<file path="config.mk">
export PLATFORM = sky130hd
export DESIGN_NAME = controller_reader
export DESIGN_NICKNAME = d
export VERILOG_FILES = /design/src/rtl/controller_pkg.sv /design/src/rtl/ctrl_tick_counter.sv /design/src/rtl/controller_reader.sv
export SDC_FILE = /design/constraint.sdc
export NUM_CORES = 1
export LEC_CHECK = 0
export CORE_UTILIZATION = 50
export CTS_BUF_LIST = sky130_fd_sc_hd__clkbuf_8
export DETAILED_ROUTE_END_ITERATION = 8
export PLACE_DENSITY = 0.7
export SYNTH_ARGS = -nofsm -noshare
export SYNTH_HDL_FRONTEND = slang
export SYNTH_SLANG_ARGS = --single-unit
</file>
<file path="constraint.sdc">
create_clock -name Clk -period 2.85 [get_ports Clk]
set_clock_uncertainty 0.2 [all_clocks]
set_input_delay 0.855 -clock Clk [delete_from_list [all_inputs] [get_ports Clk]]
set_output_delay 0.855 -clock Clk [all_outputs]
set_load 0.01 [all_outputs]
</file>
<file path="src/rtl/controller_pkg.sv">
// Shared definitions for the serial game-controller reader: FSM states,
// frame width and the button bit positions in the decoded word.
package controller_pkg;

  localparam int CTRL_BITS = 8;

  localparam int BTN_A      = 7;
  localparam int BTN_B      = 6;
  localparam int BTN_SELECT = 5;
  localparam int BTN_START  = 4;
  localparam int BTN_UP     = 3;
  localparam int BTN_DOWN   = 2;
  localparam int BTN_LEFT   = 1;
  localparam int BTN_RIGHT  = 0;

  typedef enum logic [2:0] {
    ST_IDLE   = 3'd0,
    ST_LATCH  = 3'd1,
    ST_WAIT   = 3'd2,
    ST_SAMPLE = 3'd3,
    ST_DONE   = 3'd4
  } ctrl_state_e;

endpackage

</file>
<file path="src/rtl/ctrl_tick_counter.sv">
// Modulo-N down-counter: load or wrap returns it to N-1, tc flags the zero count.
// Reset value N-1 corresponds to "no cycles elapsed yet".
module ctrl_tick_counter #(
  parameter int N = 4
) (
  input  logic Clk,
  input  logic Reset_n,
  input  logic load,
  input  logic en,
  output logic tc
);

  localparam int W = (N > 1) ? $clog2(N) : 1;
  localparam logic [W-1:0] TOP = W'(N - 1);

  logic [W-1:0] cnt_r;

  // Count state: reload on load or after reaching zero, otherwise step down when enabled
  always_ff @(posedge Clk or negedge Reset_n) begin
    if (!Reset_n) begin
      cnt_r <= TOP;
    end else if (load) begin
      cnt_r <= TOP;
    end else if (en) begin
      if (cnt_r == {W{1'b0}}) begin
        cnt_r <= TOP;
      end else begin
        cnt_r <= cnt_r - W'(1);
      end
    end
  end

  assign tc = (cnt_r == {W{1'b0}});

endmodule

</file>
<file path="src/rtl/controller_reader.sv">
// Console-side reader for the 8-bit serial pad: latches the pad, samples MSB-first
// with CLK_DIV spacing, and publishes the active-high button word with Valid/Changed.
module controller_reader
  import controller_pkg::*;
#(
  parameter int CLK_DIV     = 4,
  parameter int POLL_CYCLES = 833333,
  parameter int NUM_BITS    = CTRL_BITS
) (
  input  logic                Clk,
  input  logic                Reset_n,
  input  logic                Start,
  input  logic                Auto_Poll,
  input  logic                Ser_Data,
  output logic                Load,
  output logic                Shift_Enable,
  output logic [NUM_BITS-1:0] Buttons,
  output logic                Valid,
  output logic                Changed,
  output logic                Busy
);

  localparam int BW = (NUM_BITS > 1) ? $clog2(NUM_BITS) : 1;
  localparam logic [BW-1:0] LAST_BIT = BW'(NUM_BITS - 1);

  ctrl_state_e         state_r, state_s;
  logic [NUM_BITS-1:0] shift_r, shift_s;
  logic [BW-1:0]       bit_cnt_r;
  logic [NUM_BITS-1:0] buttons_r;
  logic                load_r, shift_en_r, valid_r, changed_r, busy_r;
  logic                launch_s, wait_load_s, wait_tc_s;
  logic                poll_load_s, poll_en_s, poll_tc_s;

  // WAIT lasts CLK_DIV-1 cycles; counter is armed on every entry into WAIT
  ctrl_tick_counter #(.N(CLK_DIV - 1)) u_bit_tick (
    .Clk     (Clk),
    .Reset_n (Reset_n),
    .load    (wait_load_s),
    .en      (state_r == ST_WAIT),
    .tc      (wait_tc_s)
  );

  assign poll_load_s = launch_s || !Auto_Poll;
  assign poll_en_s   = (state_r == ST_IDLE) && Auto_Poll;

  ctrl_tick_counter #(.N(POLL_CYCLES)) u_poll_tick (
    .Clk     (Clk),
    .Reset_n (Reset_n),
    .load    (poll_load_s),
    .en      (poll_en_s),
    .tc      (poll_tc_s)
  );

  // Next-state, launch decision and shift-register update
  always_comb begin
    state_s     = state_r;
    shift_s     = shift_r;
    launch_s    = 1'b0;
    wait_load_s = 1'b0;
    case (state_r)
      ST_IDLE: begin
        if (Start || (Auto_Poll && poll_tc_s)) begin
          launch_s = 1'b1;
          state_s  = ST_LATCH;
        end else begin
          state_s  = ST_IDLE;
        end
      end
      ST_LATCH: begin
        state_s     = ST_WAIT;
        wait_load_s = 1'b1;
      end
      ST_WAIT: begin
        if (wait_tc_s) begin
          state_s = ST_SAMPLE;
        end else begin
          state_s = ST_WAIT;
        end
      end
      ST_SAMPLE: begin
        shift_s = {shift_r[NUM_BITS-2:0], Ser_Data};
        if (bit_cnt_r == LAST_BIT) begin
          state_s = ST_DONE;
        end else begin
          state_s     = ST_WAIT;
          wait_load_s = 1'b1;
        end
      end
      ST_DONE: begin
        state_s = ST_IDLE;
      end
      default: begin
        state_s = ST_IDLE;
      end
    endcase
  end

  // State, datapath and registered pulse outputs, all derived from the next state
  always_ff @(posedge Clk or negedge Reset_n) begin
    if (!Reset_n) begin
      state_r    <= ST_IDLE;
      shift_r    <= {NUM_BITS{1'b1}};
      bit_cnt_r  <= {BW{1'b0}};
      buttons_r  <= {NUM_BITS{1'b0}};
      load_r     <= 1'b0;
      shift_en_r <= 1'b0;
      valid_r    <= 1'b0;
      changed_r  <= 1'b0;
      busy_r     <= 1'b0;
    end else begin
      state_r    <= state_s;
      shift_r    <= shift_s;
      if (launch_s) begin
        bit_cnt_r <= {BW{1'b0}};
      end else if (state_r == ST_SAMPLE) begin
        bit_cnt_r <= bit_cnt_r + BW'(1);
      end
      load_r     <= (state_s == ST_LATCH);
      shift_en_r <= (state_s == ST_SAMPLE) && (bit_cnt_r != LAST_BIT);
      valid_r    <= (state_s == ST_DONE);
      busy_r     <= (state_s != ST_IDLE);
      // Pad data is active-low, so the published word is the inverted capture
      if (state_s == ST_DONE) begin
        buttons_r <= ~shift_s;
        changed_r <= (~shift_s != buttons_r);
      end else begin
        changed_r <= 1'b0;
      end
    end
  end

  assign Load         = load_r;
  assign Shift_Enable = shift_en_r;
  assign Buttons      = buttons_r;
  assign Valid        = valid_r;
  assign Changed      = changed_r;
  assign Busy         = busy_r;

endmodule
</file>
Word-level counts from Yosys, hierarchy flattened
Cells that the tools add are included.
{"block": "totals", "reg_bits": 49, "input_bits": 5, "output_inout_bits": 13, "elab_cells": 55}
{"block": "op_classes", "add_sub_neg": 3, "n_eq_ne": 9, "muxes": 18, "n_bitwise": 1, "reduce_logical": 13}
{"cell": "$mux W20", "count": 3}
{"cell": "$logic_not A20 Y1", "count": 1}
{"cell": "$sub A20 B1 Y20 const B", "count": 1}
{"cell": "$pmux W3 S4", "count": 1}
{"cell": "$eq A3 B2 Y1 const B", "count": 3}
{"cell": "$mux W3", "count": 3}
{"cell": "$mux W8", "count": 1}
{"cell": "$ne A8 B8 Y1", "count": 1}
{"cell": "$not A8 Y8", "count": 1}
{"cell": "$eq A3 B1 Y1 const B", "count": 2}
{"cell": "$eq A3 B3 Y1 const B", "count": 2}
{"cell": "$mux W1", "count": 6}
{"cell": "$mux W2", "count": 3}
{"cell": "$reduce_bool A2 Y1", "count": 3}
{"cell": "$add A3 B1 Y3 const B", "count": 1}
{"cell": "$logic_and A1 B1 Y1", "count": 3}
{"cell": "$logic_not A3 Y1", "count": 1}
{"cell": "$ne A3 B3 Y1 const B", "count": 1}
{"cell": "$reduce_bool A3 Y1", "count": 1}
{"cell": "$logic_not A2 Y1", "count": 1}
{"cell": "$logic_or A1 B1 Y1", "count": 2}
{"cell": "$pmux W1 S2", "count": 1}
{"cell": "$sub A2 B1 Y2 const B", "count": 1}
{"cell": "$logic_not A1 Y1", "count": 1}

Depth between registers and ports, before layout
Gate-level depths: netlist of the first run.
{"block": "depth", "depth_word": 7, "ltp_mapped": 7}

Modules after synthesis
From an unflattened synthesis of the first run, not the netlist that was laid out.
{"block": "unflattened", "hier_cells": 223, "hier_area_um2": 2454.9}
{"mod": "controller_reader", "instances": 1, "cells_per_inst": 92, "area_per_inst_um2": 1183.6}
{"mod": "ctrl_tick_counter at u_poll_tick", "instances": 1, "cells_per_inst": 120, "area_per_inst_um2": 1156.1}
{"mod": "ctrl_tick_counter at u_bit_tick", "instances": 1, "cells_per_inst": 11, "area_per_inst_um2": 115.1}

Least setup slack after synthesis of the first run
OpenSTA, ideal clock, no wires.
{"block": "synth_path", "path_type": "register to register", "from": "register u_poll_tick.cnt_r[16]", "to": "register u_poll_tick.cnt_r[14]", "setup_time_ps": 120, "t_arrival_ps": 2181, "t_required_ps": 2530, "slack_ps": 349, "path_stages_with_launch": 6, "path_buffers": 0, "cell_sequence": "dfrtp_1 -> or4_4 -> or4_4 -> o31ai_4 -> o21ai_0 -> a31o_1"}
{"block": "synth_between", "elab_chain_len": 7}
{"element": "start, declared", "line_no": "ctrl_tick_counter.sv:16", "rtl": "logic [W-1:0] cnt_r;"}
{"element": "start signal, assigned", "line_no": "ctrl_tick_counter.sv:28", "rtl": "cnt_r <= cnt_r - W'(1);"}
{"element": "$logic_not A20 Y1 *", "line_no": "ctrl_tick_counter.sv:25, ctrl_tick_counter.sv:33"}
{"element": "$logic_and A1 B1 Y1", "line_no": "controller_reader.sv:62", "rtl": "if (Start || (Auto_Poll && poll_tc_s)) begin"}
{"element": "$logic_or A1 B1 Y1", "line_no": "controller_reader.sv:62"}
{"element": "$mux W1", "line_no": "controller_reader.sv:62"}
{"element": "$mux W1", "line_no": "controller_reader.sv:60", "rtl": "case (state_r)"}
{"element": "$logic_or A1 B1 Y1", "line_no": "controller_reader.sv:43", "rtl": "assign poll_load_s = launch_s || !Auto_Poll;"}
{"element": "$mux W20 / $reduce_bool A2 Y1 (equally long branches)"}
Every way passes the cells marked *; elsewhere a longest branch is shown, timed or not. The select of a mux whose other input is x is not followed.
A chain may end at the register's enable or synchronous reset.

Final worst setup path of the first run
{"block": "layout_path", "from": "register u_poll_tick.cnt_r[13]", "to": "register u_poll_tick.cnt_r[10]"}
The elaborated chain is that of the path after synthesis.

==> metrics.md, run 1 <==
| Metric | Value |
|---|---|
| Outcome | finished clean |
| Register area share after synthesis | 0.488 |
| Post-synthesis simple-gate area fraction | 0.209 |
| Fill cells | 408 |
| Diodes inserted | 0 |
| Worst Setup End Kind | flop |
| Critical Path RT | 2880 ps |
| Hold_buf cts | 0 |
| Area Growth Syn to Fin | 16.7% |
| Slew Viols, Final | 0 |
| CTS tree | built |
| Syn_area_per_cell | 9.75 µm² |
| First-pass GRT wire length | 8800 µm |
| Final net count | 301 |
| Post-synth top area cell | dfrtp_1 |
| Final period utilization | 0.931 |
| Crit path cell chain | or4_4 > or4_4 > o31a_1 > and3_1 > o31ai_2 |
| Root Buffer Master | clkbuf_8 |
| Type of origin of the critical path | flop |
| Post-layout min period | 2650 ps |
| RSZ-0062 raised after global routing | false |
| Fmax | 377 MHz |
| Drt drc | 0 |
| Rows | 25 |
| Mapped Area | 2560 µm² |
| Die ar. | 5420 µm² |
| Setup violations, final | 0 |
| Clk sinks | 49 |
| Post-Synth XOR/XNOR Area | 0.0307 |
| Port Buf Inserts | 17 |
| Grt total ovfl | 0 |
| Vias per Instance | 5.69 |
| H-tree depth | 2 |
| ANT nets after route | 0 |
| Synth unique cells | 49 |
| Area fraction in compound gates after synthesis | 0.157 |
| Setup Fix Bufs, Post-CTS | 0 |
| Worst r2r path cells | 5 |
| VDD IR max | 517 µV |
| Rel. slew slack | 0.636 |
| Yosys warns | 0 |
| Synthesized flop and latch total | 49 |
| Crit-path max cell delay | 570 ps |
| Drt pass-1 iters | 4 |
| Largest cells by area after synthesis | dfrtp_1 28%, dfstp_2 20%, mux2_2 4.4%, nand2_1 3.8%, o21ai_0 3.7% |
| Post-synth EDFFs | 0 |
| Fin cells | 358 |
| Vias after detailed routing | 2037 |
| WS Path Type | reg -> reg |
| Worst path most repeated cell | or4_4 |
| Syn Inst Count | 263 |
| Multiplexer share of the synthesized area | 0.0517 |
| Final Wtd Congestion | 0.891 |
| Arrival time at the worst endpoint | 2680 ps |
| Final hold violations | 0 |
| GR Util All Layers | 0.215 |
| Avg WL per Cell | 15.0 µm |
| Routed WL | 5370 µm |
| Largest net degree at the start of global routing | 21 |
| Die Span Y | 73.6 µm |
| Prevailing post-synth register cell | dfrtp_1 |
| Starting density of the core | 0.532 |
| Post-CTS Resized | 0 |
| Skew-Pair Late Insertion Delay | 310 ps |
| Chip Width | 73.6 µm |
| Largest family of logic cells by synthesized area | simple AND/OR/NAND/NOR gates |
| Max-cap violations | 0 |
| Dpl cells | 350 |
| Syn Nets | 274 |
| Crit path max fanout | 8 |
| Critical path's slowest cell | or4_4 |
| Worst path buffer plus inverter count | 0 |
| Most frequent cell after synthesis | dfrtp_1 |
| IO Pins | 18 |
| First DRT Iteration DRCs | 134 |
| Core Region | 4820 µm² |
| Layout cells sized above 1 | 0.223 |
| TritonCTS buffer count | 5 |
| Synth Area in Adders | 0.0293 |
| Worst-margin pin slew | 541 ps |
| Worst min-delay path category | in -> async |
| Yosys top cell area share | 0.283 |
| Area of the multi-input gates | 1230 µm² |
| Async SR Flop Fraction | 1.00 |
| Area occupied by registers | 1250 µm² |
| DP HPWL | 3930 µm |
| CTS max path bufs | 2 |
| Antenna violations before repair | 0 |
| Setup TNS | 0 ps |
| CP top delay family | simple AND/OR/NAND/NOR gates |
| Clk slew on worst S/H paths | 100 ps |
| Pwr dens | 847 nW/µm² |
| Cell depth of the worst setup path | 5 |
| Most instantiated cells after synthesis | 29 x dfrtp_1, 26 x nand2_1, 25 x nor2_1 |
| Vias in the first global route | 1864 |
| Leak | 0.00122 µW |
flip-flops by register name, indices dropped and copies added, names as in the netlist, 2 cells and up:
| register | flops |
|---|---|
| Buttons | 8 |
| bit_cnt_r | 3 |
| shift_r | 8 |
| state_r | 3 |
| u_bit_tick.cnt_r | 2 |
| u_poll_tick.cnt_r | 20 |
area by class of cell:
| class | count | area share |
|---|---|---|
| Sequential cell | 49 | 0.418 |
| Multi-Input combinational cell | 191 | 0.411 |
| Timing Repair Buffer | 31 | 0.0903 |
| Tap cell | 67 | 0.0280 |
| Clock buffer | 5 | 0.0230 |
| Inverter | 12 | 0.0151 |
| Clock inverter | 3 | 0.0146 |
placed cells by master (no fill, tap or decap), types with 3 or more instances in the layout:
cell type | netlist | layout
nor4_1 | 6 | 6
clkbuf_8 | 0 | 5
dfstp_2 | 20 | 20
xnor2_1 | 7 | 7
or2_2 | 4 | 4
inv_1 | 12 | 12
o21ai_0 | 19 | 19
nor2_1 | 25 | 25
dfrtp_1 | 29 | 29
o31ai_1 | 4 | 4
nand3_1 | 4 | 4
a22oi_1 | 3 | 3
and3_1 | 3 | 3
ha_1 | 6 | 6
nand2_1 | 26 | 26
clkdlybuf4s50_1 | 0 | 16
nand4_1 | 3 | 3
buf_4 | 0 | 14
a31oi_1 | 5 | 5
nor3_1 | 16 | 15
a21oi_1 | 9 | 9
mux2_2 | 10 | 10
or3_1 | 7 | 7
power breakdown:
| part | total, µW | internal, µW | switching, µW |
|---|---|---|---|
| logic | 953 | 481 | 473 |
| clock network | 515 | 263 | 251 |
| registers | 1070 | 929 | 137 |
| total | 2530 | 1670 | 861 |
layer usage:
layer	up-vias	track usage	part of all wire
li1	1013	-	-
met1	968	0.317	0.51
met2	51	0.314	0.44
met3	5	0.0494	0.047
met4	0	0.0641	0.0067
met5	-	0	0
final timing paths:
path,start,end,slack [ps]
setup / recovery,u_poll_tick.cnt_r[13],u_poll_tick.cnt_r[10],200
min in group Clk,u_poll_tick.cnt_r[18],u_poll_tick.cnt_r[18],290
hold reg to reg,u_poll_tick.cnt_r[18],u_poll_tick.cnt_r[18],290
hold / removal,Reset_n,u_poll_tick.cnt_r[17],260
setup reg to reg,u_poll_tick.cnt_r[13],u_poll_tick.cnt_r[10],200
max in group asynchronous,Reset_n,shift_r[6],1510
cell families (layout without fill, tap and decap cells):
group	count (synthesis)	count (layout)
adder cells (fa/ha/maj)	6	6
multiplexers	12	12
flip-flops	49	49
AND/OR/NAND/NOR	106	106
buffers and inverters	23	51
AO/OA/AOI/OAI	58	58
XOR/XNOR	9	9
per-stage QoR:
stage / area (µm²) / setup WS [ps] / utilization / hold WS (ps) / power (µW)
final: 2990 / 197 / 0.621 / 264 / 2530
after global routing: 2990 / 87.1 / 0.621 / 292 / 2700
after global placement: 2880 / 269 / 0.598 / 279 / 2010
after floorplan: 2560 / 349 / - / 257 / 1700
after detailed placement: 2880 / 235 / 0.598 / 273 / 2040
after CTS: 2990 / 213 / 0.621 / 277 / 2560
worst register-to-register path: cells and delay by family (launching register included):
| kind | cells | cell delay [ps] |
|---|---|---|
| flip-flops | 1 | 410 |
| AND/OR/NAND/NOR | 3 | 1340 |
| AO/OA/AOI/OAI | 2 | 630 |
No activity file was read; power rests on OpenSTA's default activity.
==> run 2: changes to the inputs <==
--- a/config.mk
+++ b/config.mk
@@ -5,10 +5,10 @@
 export SDC_FILE = /design/constraint.sdc
 export NUM_CORES = 1
 export LEC_CHECK = 0
-export CORE_UTILIZATION = 50
+export CORE_UTILIZATION = 45
 export CTS_BUF_LIST = sky130_fd_sc_hd__clkbuf_8
 export DETAILED_ROUTE_END_ITERATION = 8
-export PLACE_DENSITY = 0.7
+export PLACE_DENSITY = 0.64
 export SYNTH_ARGS = -nofsm -noshare
 export SYNTH_HDL_FRONTEND = slang
 export SYNTH_SLANG_ARGS = --single-unit
==> metrics.md, run 2 (same netlist as run 1, synthesis figures left out) <==
| Metric | Value |
|---|---|
| Setup Fix Bufs, Post-CTS | 0 (unchanged) |
| Leak | 0.00120 µW (-1.9%) |
| Vias per Instance | 5.59 (-1.8%) |
| Diodes inserted | 0 (unchanged) |
| Final net count | 299 (-0.66%) |
| Chip Width | 77.5 µm (+5.3%) |
| Final Wtd Congestion | 0.838 (-6.0%) |
| Fmax | 372 MHz (-1.4%) |
| Skew-Pair Late Insertion Delay | 310 ps (about the same) |
| RSZ-0062 raised after global routing | false |
| Drt drc | 0 (unchanged) |
| First DRT Iteration DRCs | 64 (-52%) |
| H-tree depth | 2 (unchanged) |
| Crit-path max cell delay | 570 ps (about the same) |
| Rows | 27 (+8.0%) |
| Critical path's slowest cell | or4_4 |
| CTS tree | built |
| Routed WL | 5230 µm (-2.6%) |
| GR Util All Layers | 0.189 (-0.0258) |
| Root Buffer Master | clkbuf_8 |
| Worst path most repeated cell | or4_4 |
| IO Pins | 18 (unchanged) |
| Rel. slew slack | 0.703 (+0.0669) |
| VDD IR max | 607 µV (+18%) |
| Worst Setup End Kind | flop |
| Drt pass-1 iters | 6 (+2) |
| Post-layout min period | 2690 ps (+38.1 ps) |
| Fin cells | 361 (+0.84%) |
| Crit path cell chain | or4_4 > or4_4 > o31ai_4 > o21ai_0 > a31o_1 |
| Area Growth Syn to Fin | 15.5% |
| Crit path max fanout | 9 (+1) |
| Clk slew on worst S/H paths | 100 ps (about the same) |
| Dpl cells | 353 (+0.86%) |
| Arrival time at the worst endpoint | 2690 ps (about the same) |
| CTS max path bufs | 2 (unchanged) |
| Commonest non-fill, non-tap cell in the layout | dfrtp_1 |
| R2r setup slk | 160 ps (-40 ps) |
| Setup TNS | 0 ps (unchanged) |
| Outcome | finished clean |
| Worst min-delay path category | in -> async |
| Vias after detailed routing | 2018 (-0.93%) |
| WS Path Type | reg -> reg |
| Setup violations, final | 0 (unchanged) |
| Clk sinks | 49 (unchanged) |
| Post-CTS Resized | 0 (unchanged) |
| DP HPWL | 3700 µm (-5.9%) |
| Type of origin of the critical path | flop |
| Largest net degree at the start of global routing | 20 (-4.8%) |
| Avg WL per Cell | 14.5 µm (-3.4%) |
| Pwr dens | 822 nW/µm² (-2.9%) |
| Max-cap violations | 0 (unchanged) |
| Vias in the first global route | 1864 (unchanged) |
| Most flops, register | u_poll_tick.cnt_r |
| Core Region | 5510 µm² (+14%) |
| Die ar. | 6000 µm² (+11%) |
| ANT nets after route | 0 (unchanged) |
| Hold_buf cts | 0 (unchanged) |
| Grt total ovfl | 0 (unchanged) |
| Critical Path RT | 2850 ps (-30 ps) |
| Commonest cells after routing, fill and taps aside | 29 x dfrtp_1, 26 x nand2_1, 25 x nor2_1, 20 x dfstp_2, 19 x o21ai_0 |
| Final period utilization | 0.944 (+0.0134) |
| Final hold violations | 0 (unchanged) |
| Starting density of the core | 0.466 (-0.0666) |
| Layout cells sized above 1 | 0.215 (-0.00883) |
| Slew Viols, Final | 0 (unchanged) |
| Die Span Y | 77.5 µm (+5.3%) |
| Port Buf Inserts | 17 (unchanged) |
| Max reg flops | 20 (unchanged) |
| TritonCTS buffer count | 5 (unchanged) |
| First-pass GRT wire length | 9000 µm (+2.3%) |
| Worst-margin pin slew | 435 ps (-107 ps) |
| Antenna violations before repair | 0 (unchanged) |
run 2: path summary, 6_finish.rpt:
| check | from | depth (start not counted) | endpoint |
|---|---|---|---|
| max | u_poll_tick.cnt_r[16] | 5 | u_poll_tick.cnt_r[14] |
| min | Reset_n | 1 | u_bit_tick.cnt_r[0] |
| min in group Clk | u_poll_tick.cnt_r[18] | 2 | u_poll_tick.cnt_r[18] |
| max reg2reg | u_poll_tick.cnt_r[16] | 5 | u_poll_tick.cnt_r[14] |
| min reg2reg | u_poll_tick.cnt_r[18] | 2 | u_poll_tick.cnt_r[18] |
| max in group asynchronous | Reset_n | 2 | u_poll_tick.cnt_r[8] |
run 2: metal layers:
| metal | vias to the layer above | wire (µm) | track usage |
|---|---|---|---|
| li1 | 1006 | - | - |
| met1 | 964 | 2660 | 0.285 |
| met2 | 42 | 2280 | 0.272 |
| met3 | 6 | 240 | 0.0400 |
| met4 | 0 | 48 | 0.0547 |
| met5 | - | 0 | 0 |
run 2: power by group:
| group | leakage, µW | switching, µW | internal, µW | total [µW] |
|---|---|---|---|---|
| combinational | 0.000563 | 450 | 469 | 919 |
| sequential | 0.000588 | 146 | 929 | 1080 |
| clock | 0.0000452 | 259 | 179 | 439 |
run 2: critical path, delay by kind of cell (launching register included):
kind	cells	cell delay, ps
and+or+nand+nor	2	1130
DFF	1	390
AOI/OAI and AO/OA	3	870
run 2: final cells by class:
cell class                      count  area [µm²]
Inverter                           12        45.0
Clock buffer                        5        68.8
Sequential cell                    49        1250
Fill cell                         488        2550
Tap cell                           72        90.1
Multi-Input combinational cell    191        1220
Clock inverter                      3        25.0
Timing Repair Buffer               29         255
run 2: stage by stage:
step	cell area [µm²]	utilization	power (µW)	hold slack [ps]	setup slack, ps
floorplan	2560	-	1700	257	349
global placement	2870	0.521	2000	283	230
detailed placement	2870	0.521	2020	281	191
CTS	2960	0.538	2460	264	178
global route	2960	0.538	2610	282	74.7
finish	2960	0.538	2430	258	159
==> run 3: changes to the inputs <==
--- a/config.mk
+++ b/config.mk
@@ -8,7 +8,7 @@
 export CORE_UTILIZATION = 45
 export CTS_BUF_LIST = sky130_fd_sc_hd__clkbuf_8
 export DETAILED_ROUTE_END_ITERATION = 8
-export PLACE_DENSITY = 0.64
+export PLACE_DENSITY = 0.76
 export SYNTH_ARGS = -nofsm -noshare
 export SYNTH_HDL_FRONTEND = slang
 export SYNTH_SLANG_ARGS = --single-unit
==> metrics.md, run 3 (same netlist as run 1, synthesis figures left out) <==
| Metric | Value |
|---|---|
| Outcome | finished clean |
| Hold Slack | 312 ps (+53.6 ps) |
| CTS tree | built |
| Commonest cells after routing, fill and taps aside | 29 x dfrtp_1, 26 x nand2_1, 25 x nor2_1, 20 x dfstp_2, 19 x o21ai_0 |
| GR Util All Layers | 0.191 (+0.00173) |
| Most flops, register | u_poll_tick.cnt_r |
| CTS max path bufs | 2 (unchanged) |
| Setup violations, final | 0 (unchanged) |
| RSZ-0062 raised after global routing | false |
| Commonest non-fill, non-tap cell in the layout | dfrtp_1 |
| DP Area | 2850 µm² (-0.52%) |
| Busiest layer in global routing | met2 |
| Die Span Y | 77.5 µm (unchanged) |
| Hold_buf cts | 0 (unchanged) |
| Root Buffer Master | clkbuf_8 |
| Arrival time at the worst endpoint | 2640 ps (-50 ps) |
| Chip Width | 77.5 µm (unchanged) |
| VDD IR max | 562 µV (-7.5%) |
| IO Pins | 18 (unchanged) |
| Clk sinks | 49 (unchanged) |
| Worst min-delay path category | reg -> reg |
| Core Region | 5510 µm² (unchanged) |
| Starting density of the core | 0.466 (unchanged) |
| Max-cap violations | 0 (unchanged) |
| Max reg flops | 20 (unchanged) |
| First DRT Iteration DRCs | 130 (+100%) |
| Worst Setup End Kind | flop |
| H-tree depth | 2 (unchanged) |
| Leak | 0.00118 µW (-1.1%) |
| Crit-path max cell delay | 570 ps (about the same) |
| Worst path buffer plus inverter count | 0 (unchanged) |
| Worst-margin pin slew | 605 ps (+170 ps) |
| TritonCTS buffer count | 5 (unchanged) |
| Antenna violations before repair | 0 (unchanged) |
| Met3 global-route usage | 0.0282 (-0.0118) |
| Drt pass-1 iters | 4 (-2) |
| Pwr dens | 823 nW/µm² (about the same) |
| Routing usage on met1 | 0.269 (-0.0154) |
| Crit path max fanout | 8 (-1) |
| Slew Viols, Final | 0 (unchanged) |
| Layout cells sized above 1 | 0.206 (-0.00896) |
| Vias in the first global route | 1994 (+7.0%) |
| Vias per Instance | 5.67 (+1.4%) |
| Final instance area | 2940 µm² (-0.72%) |
| Clk slew on worst S/H paths | 100 ps (about the same) |
| Rel. slew slack | 0.597 (-0.106) |
| Port Buf Inserts | 17 (unchanged) |
| Met2 Use GR | 0.297 (+0.0257) |
| Largest net degree at the start of global routing | 50 (+150%) |
| Grt total ovfl | 0 (unchanged) |
| Final period utilization | 0.924 (-0.0206) |
| ANT nets after route | 0 (unchanged) |
| Setup Fix Bufs, Post-CTS | 0 (unchanged) |
| Critical Path RT | 2860 ps (about the same) |
| Routed WL | 5230 µm (unchanged) |
| Post-layout min period | 2630 ps (-58.6 ps) |
| Rows | 27 (unchanged) |
| Setup TNS | 0 ps (unchanged) |
| Final hold violations | 0 (unchanged) |
| Final net count | 297 (-0.67%) |
| Diodes inserted | 0 (unchanged) |
| WS Path Type | reg -> reg |
| Die ar. | 6000 µm² (unchanged) |
| Drt drc | 0 (unchanged) |
| Area Growth Syn to Fin | 14.6% |
| DP HPWL | 3700 µm (about the same) |
| Final Wtd Congestion | 0.883 (+5.4%) |
| CP top delay family | simple AND/OR/NAND/NOR gates |
| Avg WL per Cell | 14.6 µm (+0.56%) |
| First-pass GRT wire length | 9250 µm (+2.8%) |
| Critical path's slowest cell | or4_4 |
| Post-CTS Resized | 0 (unchanged) |
| Crit path cell chain | or4_4 > or4_4 > o31a_1 > and3_1 > o31ai_2 |
| Worst path most repeated cell | or4_4 |
| Type of origin of the critical path | flop |
| Fmax | 380 MHz (+2.2%) |
| Skew-Pair Late Insertion Delay | 300 ps (about the same) |
| Vias after detailed routing | 2035 (+0.84%) |
==> run 3: changes by cell type in the layout (fill, tap and decap cells not counted), sizes merged <==
| cell | before | now |
|---|---|---|
| buf | 13 | 11 |
| clkinvlp | 1 | 2 |
| inv | 14 | 13 |
==> run 3: layout make-up <==
cell class | count | area (µm²)
fill | 494 | 2570
sequential | 49 | 1250
multi-input combinational | 191 | 1220
timing repair buffer | 27 | 240
tap | 72 | 90.1
clock buffer | 5 | 68.8
inverter | 12 | 45.0
clock inverter | 3 | 18.8
==> run 3: final timing paths <==
| path | startpoint | endpoint | slack [ps] | depth (start not counted) |
|---|---|---|---|---|
| min in group asynchronous | Reset_n | u_bit_tick.cnt_r[0] | 440 | 2 |
| hold / removal | u_poll_tick.cnt_r[18] | u_poll_tick.cnt_r[18] | 310 | 2 |
| setup reg to reg | u_poll_tick.cnt_r[16] | u_poll_tick.cnt_r[10] | 220 | 5 |
| hold reg to reg | u_poll_tick.cnt_r[18] | u_poll_tick.cnt_r[18] | 310 | 2 |
| max in group asynchronous | Reset_n | u_poll_tick.cnt_r[0] | 1600 | 2 |
| setup / recovery | u_poll_tick.cnt_r[16] | u_poll_tick.cnt_r[10] | 220 | 5 |
==> run 3: power by group <==
part	total (µW)	leakage (µW)	switching [µW]	internal, µW
clock	405	0.0000416	235	170
combinational	946	0.000553	468	478
sequential	1070	0.000588	137	930
==> run 3: through the flow <==
stage | utilization | power, µW | std cells | setup slack (ps)
floorplan | - | 1700 | 263 | 349
global placement | 0.518 | 2000 | 351 | 286
detailed placement | 0.518 | 2030 | 351 | 248
CTS | 0.534 | 2440 | 359 | 217
global route | 0.534 | 2600 | 359 | 82.7
finish | 0.534 | 2420 | 359 | 218
==> run 3: routing by layer <==
| metal | up-vias | share of wire |
|---|---|---|
| met4 | 0 | 0.012 |
| met1 | 973 | 0.48 |
| met5 | - | 0 |
| li1 | 997 | - |
| met3 | 7 | 0.051 |
| met2 | 58 | 0.46 |
==> run 3: worst register-to-register path: cells and delay by family (launching register included) <==
family | cells | cell delay, ps
AO/OA/AOI/OAI | 2 | 610
AND/OR/NAND/NOR | 3 | 1340
flip-flops | 1 | 390
